$ cat config.mk
export PLATFORM = sky130hd
export DESIGN_NAME = find_first_one
export DESIGN_NICKNAME = d
export VERILOG_FILES = /design/src/rtl/find_first_one.sv
export SDC_FILE = /design/constraint.sdc
export NUM_CORES = 1
export LEC_CHECK = 0
export ABC_AREA = 1
export CAP_MARGIN = 30
export CORE_AREA = 2 2 100 102
export CTS_BUF_LIST = sky130_fd_sc_hd__clkbuf_16
export DETAILED_ROUTE_END_ITERATION = 10
export DIE_AREA = 0 0 102 104
export HOLD_SLACK_MARGIN = 0.02
export MAX_ROUTING_LAYER = met4
export REMOVE_ABC_BUFFERS = 1
export SLEW_MARGIN = 5
export SYNTH_ARGS = -nofsm -noshare
export SYNTH_HDL_FRONTEND = slang
export SYNTH_SLANG_ARGS = --single-unit
$ cat constraint.sdc
create_clock -name clk -period 6.9 [get_ports clk]
set_input_delay 1.38 -clock clk [delete_from_list [all_inputs] [get_ports clk]]
set_output_delay 1.38 -clock clk [all_outputs]
set_load 0.1 [all_outputs]
$ cat src/rtl/find_first_one.sv
// Two-stage pipelined priority encoder: reports the lowest set bit index of each sampled word.
// Define FFO_MSB_FIRST_EN to report the highest set bit index instead.
module find_first_one #(
  parameter  int unsigned N  = 64,
  localparam int unsigned OW = $clog2(N + 1)
) (
  input  logic          clk,
  input  logic          rstb,
  input  logic [N:0]    data,
  output logic [OW-1:0] out,
  output logic          valid
);

  // Leaf count rounded up to a power of two; extra leaves are permanently invalid.
  localparam int unsigned P = 1 << OW;

  logic [N:0]    r_d;
  logic [OW-1:0] r_out;
  logic          r_valid;
  logic          w_root_v;
  logic [OW-1:0] w_root_idx;

  // Each level halves the node count; level OW holds the single root pair.
  for (genvar l = 0; l <= int'(OW); l++) begin : g_lvl
    localparam int unsigned M = P >> l;
    logic [M-1:0]  w_v;
    logic [OW-1:0] w_idx [M];

    if (l == 0) begin : g_leaf
      for (genvar i = 0; i < int'(P); i++) begin : g_bit
        if (i <= int'(N)) begin : g_real
          assign w_v[i]   = r_d[i];
          assign w_idx[i] = OW'(i);
        end else begin : g_pad
          assign w_v[i]   = 1'b0;
          assign w_idx[i] = '0;
        end
      end
    end else begin : g_merge
      for (genvar j = 0; j < int'(M); j++) begin : g_node
        assign w_v[j] = g_lvl[l-1].w_v[2*j] | g_lvl[l-1].w_v[2*j+1];
`ifdef FFO_MSB_FIRST_EN
        assign w_idx[j] = g_lvl[l-1].w_v[2*j+1] ? g_lvl[l-1].w_idx[2*j+1]
                                                : g_lvl[l-1].w_idx[2*j];
`else
        assign w_idx[j] = g_lvl[l-1].w_v[2*j] ? g_lvl[l-1].w_idx[2*j]
                                              : g_lvl[l-1].w_idx[2*j+1];
`endif
      end
    end
  end

  assign w_root_v   = g_lvl[OW].w_v[0];
  assign w_root_idx = g_lvl[OW].w_idx[0];

  // Stage 1 samples the word, stage 2 registers the scan; index forced to 0 on an empty word.
  always_ff @(posedge clk or posedge rstb) begin
    if (rstb) begin
      r_d     <= '0;
      r_out   <= '0;
      r_valid <= 1'b0;
    end else begin
      r_d     <= data;
      r_out   <= w_root_v ? w_root_idx : '0;
      r_valid <= w_root_v;
    end
  end

  assign out   = r_out;
  assign valid = r_valid;

endmodule

# Yosys cells after proc, flatten, opt, wreduce, memory -nomap -nowiden
# Cells that the tools add are included.
[totals] regBits=73 elab_cells=133 output_inout_bits=8 in_bits=67
[classes] bitwise_logic=64 muxes=66
[op_table] cell="two-way mux 7 bit" count=13
[op_table] cell="bitwise OR 1 bit" count=64
[op_table] cell="two-way mux 1 bit" count=32
[op_table] cell="two-way mux 2 bit" count=16
[op_table] cell="two-way mux 3 bit" count=5

# Logic depth before layout (Yosys ltp)
# Gate-level depths: netlist of the first run.
[logic_depth] depth_word=8 ltp_mapped=10 mapped_depth_nobuf=10

# Least setup slack after synthesis of the first run
# Ideal clock, no wire load.
[synth_path] path_kind="register -> output" from="reg r_out[0], in the netlist out[0]" to="out out[0]" n_path_buf=0 required_ns=5.520 stages_incl_launch_ff=1 arrival_time_ns=0.883 path_slack_ns=4.637 cell_sequence="dfrtp_1"
[synth_rtl] item="from (decl)" line_no="18" source="logic [OW-1:0] r_out;"
[synth_rtl] item="from (signal assigned)" line_no="64" source="r_out <= w_root_v ? w_root_idx : '0;"
[synth_rtl] item="to (decl)" line_no="10" source="output logic [OW-1:0] out,"
# No word-level cell between the ends.

# Worst setup path after layout of the first run
[layout_path] from="reg r_out[0], in the netlist out[0]" to="out out[0]"
# No word-level cell between the ends.

==> reports/summary.txt, run 1 <==
status - complete, no violations
Pins Over Slew Limit - 0
EDFF count, synth - 0
DR WL/cell - 10.8 um
fmax - 0.318 GHz
HP Class - reg -> reg
setup ws final - 3750 ps
crit-path leading delay family - buffers and inverters
min Tclk post-route - 3150 ps
Detailed Place HPWL - 4.08 mm
top-count cell post-synth - dfrtp_1
first-pass GRT wire length - 9.12 mm
die footprint - 10,600 um2
CP Capture Type - output port
Warnings, synthesis - 0
Detail Route Antenna Nets - 0
initial core utilization - 29.5%
Slew @ Worst Pin - 978 ps
antenna cells - 0
CTS tree - built
Critical Setup Path Class - reg -> out
die width - 102 um
final setup vio count - 0
Max-slew headroom - 34.6%
H-tree depth - 3
Leak - 1.86 nW
worst-case clock buffer depth - 2
pre-CTS setup slack - 4070 ps
Max Cap Viol - 0
Sink Count - 73
via count - 1,975
area grow syn2layout - 42.4%
gr usage total - 11.4%
Primary FF master, synth - dfrtp_1
final hold viol count - 0
Port Buffers - 74
core area - 9550 um2
CTS Buf Count - 9
First DRT Iteration DRCs - 47
postcts setup bufs - 0
Final Net Count - 424
Peak supply drop - 111 uV
DRT Pass-1 Iters - 4
Syn Area/Cell - 10.4 um2
vias per std cell - 3.99
CTS Hold Buffers Added - 0
Layout fillers - 964
total power - 0.971 mW
Yosys cell types - 18
Async SR Flop Fraction - 100%
Post-Route WL - 5.32 mm
Post-synth top cells - dfrtp_1 (73), nand2_1 (49), nor2_1 (30)
IO Count - 75
multi-input combinational cell area - 847 um2
Yosys top cell area share - 64.9%
FF/Latch Area - 1830 um2
Mapped Cells - 271
hold slack - 465 ps
DIE HEIGHT - 104 um
Cell Pwr Density - 242 nW/um2
PostCTS Resize Cnt - 0
Residual DRC - 0
sequential-to-total area share from yosys stat - 64.9%
critical path required time - 5520 ps
Synth area leader - dfrtp_1
setup tns final - 0 ps
Critical-path top delay cell - clkdlybuf4s50_1
clock skew - 8.65 ps
clk_lat worst skew - 320 ps
CP arrival - 1770 ps
layout cell share with drive strength beyond 1 - 16.3%
synth top area cells - dfrtp_1 (65%), nand2_1 (6.5%), nor2_1 (4.0%)
clock-pin slew on the worst setup and hold paths - 50 ps
Crit path largest cell delay - 1130 ps
largest net degree at the start of global routing - 74
mapped cell area - 2820 um2
synthesized flop and latch total - 73
RD Place Congestion - 0.789
post-route core utilization - 42.0%
row cnt - 36
initial antenna violation count - 0
number of global-route vias before repair - 2,035
crit-path max FO - 1
GR Overflow Total - 0
critical path cell sequence - clkdlybuf4s50_1
setup repair after global routing missed its margin - false
Startpoint Class - flop
worst path buffer plus inverter count - 1
CTS Root Cell - clkbuf_16
fin crit share - 45.6%
placed cells by master (no fill, tap or decap), types with 2 or more instances in the layout:
cell / n
a21oi_1: 16
clkbuf_16: 9
clkdlybuf4s50_1: 74
clkinv_2: 2
dfrtp_1: 73
inv_1: 31
inv_2: 10
nand2_1: 49
nand2_2: 11
nand2_4: 3
nand3_1: 12
nand3_2: 3
nor2_1: 30
nor2_2: 10
nor2_4: 6
nor2_8: 2
o21ai_0: 12
o21bai_1: 3
report_power, final:
part | internal [mW] | switching (mW) | leakage, nW
combinational | 0.0442 | 0.0374 | 0.849
sequential | 0.449 | 0.00957 | 0.861
clock | 0.273 | 0.158 | 0.150
total | 0.766 | 0.205 | 1.86
final cells by class:
class                           instances  share of cell area (%)
Clock inverter                          7                    1.37
Tap cell                              133                    4.15
Timing Repair Buffer                   75                    18.7
Clock buffer                            9                    5.61
Inverter                               38                    3.56
Sequential cell                        73                    45.5
Multi-Input combinational cell        160                    21.1
stage by stage:
step	cell area [um2]	cells
6_report	4010	495
5_1_grt	4010	495
4_1_cts	4010	495
3_5_place_dp	3730	479
3_3_place_gp	3730	479
2_1_floorplan	2820	271
routing by layer:
layer / up-vias / global-route usage, % / part of all wire [%]
met5: - / - / 0
met4: 0 / 4.86 / 1.6
met3: 10 / 2.96 / 5.9
met2: 54 / 17.4 / 48
met1: 905 / 14.3 / 45
li1: 1006 / - / -
worst register-to-register path, delay by kind of cell, from the launching register on:
| kind | cells | cell delay [ps] |
|---|---|---|
| buffers and inverters | 1 | 60 |
| AND/OR/NAND/NOR | 7 | 880 |
| flip-flops | 1 | 390 |
registers in the layout (all words and copies together) (netlist names):
signal,count
valid,1
out,7
r_d,65
worst paths after layout:
kind / start / end / slack (ps) / cells after the start
worst max register to register: r_d[8] / valid / 5450 / 8
worst min register to register: r_d[64] / valid / 460 / 2
max in group asynchronous: rstb / r_d[2] / 4700 / 3
min in group asynchronous: rstb / r_d[56] / 1650 / 3
worst min-delay path: r_d[64] / valid / 460 / 2
worst max-delay path: out[0] / out[0] / 3750 / 1
cell families after synthesis:
logic type	synth area share (%)
buffers and inverters	5.06
AO/OA/AOI/OAI	5.78
AND/OR/NAND/NOR	24.3
flip-flops	64.9
No activity file was read; power rests on OpenSTA's default activity.
==> run 2, diff against run 1 <==
==> constraint.sdc (replaced) <==
create_clock -name clk -period 2.7 [get_ports clk]
set_input_delay 0.54 -clock clk [delete_from_list [all_inputs] [get_ports clk]]
set_output_delay 0.54 -clock clk [all_outputs]
set_load 0.1 [all_outputs]
==> run 2 against run 1 <==
  * Flip-flop and latch count unchanged
  * Hold slack improved by 3.5 ps
  * Non-clock buffer count did not move
  * Combinational power grew to 2.6 times the previous value
  * Final area is essentially flat
  * Utilization hardly changed
  * Critical path type unchanged
==> reports/summary.txt, run 2 (synthesized netlist as in run 1, its figures left out) <==
status - complete, no violations
clk_lat worst skew - 320 ps
setup tns final - 0 ps
worst-case clock buffer depth - 2
commonest non-fill, non-tap cell in the layout - dfrtp_1
Layout fillers - 962
Comb pwr share - 8.4%
final setup vio count - 0
Startpoint Class - flop
CTS tree - built
First DRT Iteration DRCs - 62
DRT Pass-1 Iters - 4
Max-slew headroom - 75.0%
die footprint - 10,600 um2
clock-pin slew on the worst setup and hold paths - 60 ps
Residual DRC - 0
area grow syn2layout - 42.3%
final hold viol count - 0
Sw Ratio - 21.7%
Max Cap Viol - 0
Sink Count - 73
critical path required time - 2160 ps
layout cell share with drive strength beyond 1 - 19.4%
commonest cells after routing, fill and taps aside - dfrtp_1 (73), clkdlybuf4s50_1 (66), nand2_1 (49)
Detailed Place HPWL - 4.15 mm
Cell Pwr Density - 626 nW/um2
row cnt - 36
core area - 9550 um2
worst path buffer plus inverter count - 1
Pins Over Slew Limit - 0
setup ws final - 1190 ps
die width - 102 um
antenna cells - 0
setup repair after global routing missed its margin - false
GR Overflow Total - 0
Post-Route WL - 5.47 mm
CTS Buf Count - 9
via count - 1,976
critical path cell sequence - buf_4
clock network power share - 44.9%
total power - 2.51 mW
fin crit share - 56.0%
Critical Setup Path Class - reg -> out
initial antenna violation count - 0
PostCTS Resize Cnt - 0
gr usage total - 12.0%
Leak - 1.86 nW
HP Class - reg -> reg
first-pass GRT wire length - 9.58 mm
Critical-path top delay cell - dfrtp_1
H-tree depth - 3
pre-CTS setup slack - 1330 ps
CP arrival - 970 ps
DIE HEIGHT - 104 um
vias per std cell - 4.00
clock skew - 5.77 ps
number of global-route vias before repair - 2,152
IO Count - 75
crit-path max FO - 1
initial core utilization - 29.5%
Slew @ Worst Pin - 375 ps
CP Capture Type - output port
Largest register FFs - 65
crit-path leading delay family - flip-flops
hold slack - 468 ps
Crit path largest cell delay - 350 ps
CTS Root Cell - clkbuf_16
Detail Route Antenna Nets - 0
Seq pwr share - 46.7%
min Tclk post-route - 1510 ps
Pint - 1.96 mW
Top reg by flops - r_d
DR WL/cell - 11.1 um
Final Net Count - 424
RD Place Congestion - 0.774
Switch Pwr - 0.544 mW
Port Buffers - 74
CTS Hold Buffers Added - 0
largest net degree at the start of global routing - 74
Peak supply drop - 333 uV
fmax - 0.662 GHz
postcts setup bufs - 0
## run 2: cell count changes in the layout (fill, tap and decap cells not counted)
| cell | change |
|---|---|
| inv_1 | -3 |
| clkinvlp_4 | +2 |
| clkinv_1 | -1 |
| clkinv_2 | +1 |
| clkdlybuf4s50_1 | -8 |
| buf_12 | +1 |
| buf_4 | +7 |
## run 2: final cells by class
cell class	count	area, um2	area share [%]
clock buffers	9	225	5.62
clock inverters	6	60.1	1.50
inverters	38	143	3.56
multi-input cells	160	847	21.1
flip-flops and latches	73	1830	45.6
well taps	133	166	4.15
repair buffers	75	741	18.5
## run 2: power groups by stage
stage / registers (mW) / logic, mW / clock network (mW)
after global routing: 1.18 / 0.236 / 1.22
final: 1.17 / 0.211 / 1.13
after detailed placement: 1.19 / 0.215 / 0
after CTS: 1.17 / 0.216 / 1.16
after global placement: 1.19 / 0.214 / 0
after floorplan: 1.20 / 0.0756 / 0
## run 2: through the flow
stage          cells  util, %  area [um2]
3_3_place_gp     479     39.0        3720
5_1_grt          494     42.0        4010
3_5_place_dp     479     39.0        3720
4_1_cts          494     42.0        4010
6_report         494     42.0        4010
2_1_floorplan    271        -        2820
## run 2: layer usage
layer | part of all wire [%] | track usage, %
met2 | 47 | 18.0
met1 | 45 | 14.8
met3 | 6.4 | 3.76
met5 | 0 | -
met4 | 1.3 | 5.14
## run 2: final timing paths
| check | start | to | slack (ps) | depth (start not counted) |
|---|---|---|---|---|
| worst max-delay path | out[4] | out[4] | 1190 | 1 |
| worst min-delay path | r_d[64] | valid | 470 | 2 |
| worst max register to register | r_d[11] | out[3] | 1300 | 8 |
| worst min register to register | r_d[64] | valid | 470 | 2 |
| max in group asynchronous | rstb | r_d[24] | 1790 | 3 |
| min in group asynchronous | rstb | r_d[59] | 620 | 3 |
==> run 3, diff against run 2 <==
==> constraint.sdc (replaced) <==
create_clock -name clk -period 1.4 [get_ports clk]
set_input_delay 0.28 -clock clk [delete_from_list [all_inputs] [get_ports clk]]
set_output_delay 0.28 -clock clk [all_outputs]
set_load 0.1 [all_outputs]
==> run 3 against run 2 <==
  * Utilization rose by 2.8 points
  * Final area rose by 6.7%
  * Count of clock-buffer cells in the layout did not move
  * Combinational power rose by 110%
  * Largest power group unchanged
==> reports/summary.txt, run 3 (synthesized netlist as in run 1, its figures left out) <==
antenna cells - 0
reg-to-reg startpoint - r_d[4]
Sink Count - 73
final hold viol count - 0
CP Capture Type - flop
IO Count - 75
GR Overflow Total - 0
HP Class - in -> async
CTS Root Cell - clkbuf_16
RD Place Congestion - 0.768
vias per std cell - 3.98
area grow syn2layout - 51.9%
FF/Latch Area - 1830 um2
multi-input combinational cell area - 926 um2
Pins Over Slew Limit - 0
Critical Path Most Common Cell - nand2_4
Slew @ Worst Pin - 204 ps
initial antenna violation count - 0
crit-path max FO - 4
crit-path leading delay family - simple AND/OR/NAND/NOR gates
Port Buffers - 74
row cnt - 36
die footprint - 10,600 um2
Met3 Routed Length - 305 um
commonest cells after routing, fill and taps aside - dfrtp_1 (73), clkdlybuf4s50_1 (66), nand2_1 (46)
via count - 2,024
number of global-route vias before repair - 2,107
worst-case clock buffer depth - 2
setup ws final - 70.8 ps
CTS Buf Count - 9
Detail Route Antenna Nets - 0
hold slack - 331 ps
DRT Pass-1 Iters - 4
critical path required time - 1660 ps
Max Cap Viol - 0
Critical-path top delay cell - dfrtp_1
Startpoint Class - flop
Highest Signal Layer - met4
Final Net Count - 437
status - complete, no violations
worst path buffer plus inverter count - 1
Leak - 1.97 nW
largest net degree at the start of global routing - 39
Cell Pwr Density - 1100 nW/um2
min Tclk post-route - 1330 ps
clock skew - 5.30 ps
Peak supply drop - 664 uV
First DRT Iteration DRCs - 12
Detailed Place HPWL - 4.17 mm
Post-Route WL - 5.45 mm
Residual DRC - 0
clk_lat worst skew - 330 ps
clock-pin slew on the worst setup and hold paths - 60 ps
CTS tree - built
Largest register FFs - 65
CTS Hold Buffers Added - 0
initial core utilization - 29.5%
Area after DPL - 3880 um2
first-pass GRT wire length - 9.14 mm
fmax - 0.752 GHz
Layout fillers - 937
layout cell share with drive strength beyond 1 - 26.4%
Max-slew headroom - 86.3%
commonest non-fill, non-tap cell in the layout - dfrtp_1
pre-CTS setup slack - 35.3 ps
Critical Setup Path Class - reg -> reg
Metal-1 WL - 2.36 mm
H-tree depth - 3
Crit path largest cell delay - 390 ps
Top reg by flops - r_d
DIE HEIGHT - 104 um
core area - 9550 um2
CP arrival - 1590 ps
die width - 102 um
fin crit share - 94.9%
gr usage total - 11.7%
DR WL/cell - 10.7 um
setup tns final - 0 ps
critical path cell sequence - nor2_2 > nand2_2 > inv_2 > nand2_4 > nor2_4 > nand2_4 > nor2_8 > nand3_2 > nand2_1
final setup vio count - 0
Critical Path Start - r_d[4]
met2 WL - 2.62 mm
post-route core utilization - 44.8%
post-route cell area - 4280 um2
==> run 3: cell count changes in the layout (fill, tap and decap cells not counted), sizes merged <==
| cell | change |
|---|---|
| buf | +13 |
| clkinv | +2 |
| bufinv | -1 |
==> run 3: per-layer routing <==
layer | vias to the layer above | GRT usage [%]
met4 | 0 | 6.86
met2 | 52 | 17.3
met1 | 926 | 13.9
li1 | 1037 | -
met3 | 9 | 3.49
met5 | - | -
==> run 3: through the flow <==
step           total power [mW]  instances
2_1_floorplan              2.47        271
3_3_place_gp               2.73        485
3_5_place_dp               2.73        485
4_1_cts                    4.75        501
5_1_grt                    4.92        508
6_report                   4.70        508
==> run 3: cell type report <==
cell class	count	share of cell area [%]
sequential	73	42.7
timing repair buffer	88	22.2
multi-input combinational	160	21.6
clock buffer	9	5.26
tap	133	3.89
inverter	38	3.39
clock inverter	7	0.877
==> run 3: worst reg2reg max path, stage by stage, from the launching register on <==
cell     delay, ps
dfrtp_1        390
nor2_2         160
nand2_2         80
inv_2           80
nand2_4         50
nor2_4         130
nand2_4        100
nor2_8         120
nand3_2         70
nand2_1         70
==> run 3: path summary, 6_finish.rpt <==
check                           slack [ps]       to  cells past startpoint
worst max-delay path                    70   out[2]                      9
worst min-delay path                   330   out[4]                      3
worst max register to register          70   out[2]                      9
worst min register to register         450    valid                      2
max in group asynchronous              870  r_d[15]                      3
min in group clk                       390  r_d[34]                      1
==> run 3: where the power goes <==
group,total (mW),switching (mW),internal [mW],leakage (nW)
logic,0.447,0.195,0.252,0.979
registers,2.27,0.0586,2.21,0.861
clock network,1.98,0.811,1.17,0.126
==> run 3: timing repair <==
item,in CTS,in global routing
resized for setup,0,26
buffers inserted,0,7
endpoints found under the setup margin,0,7
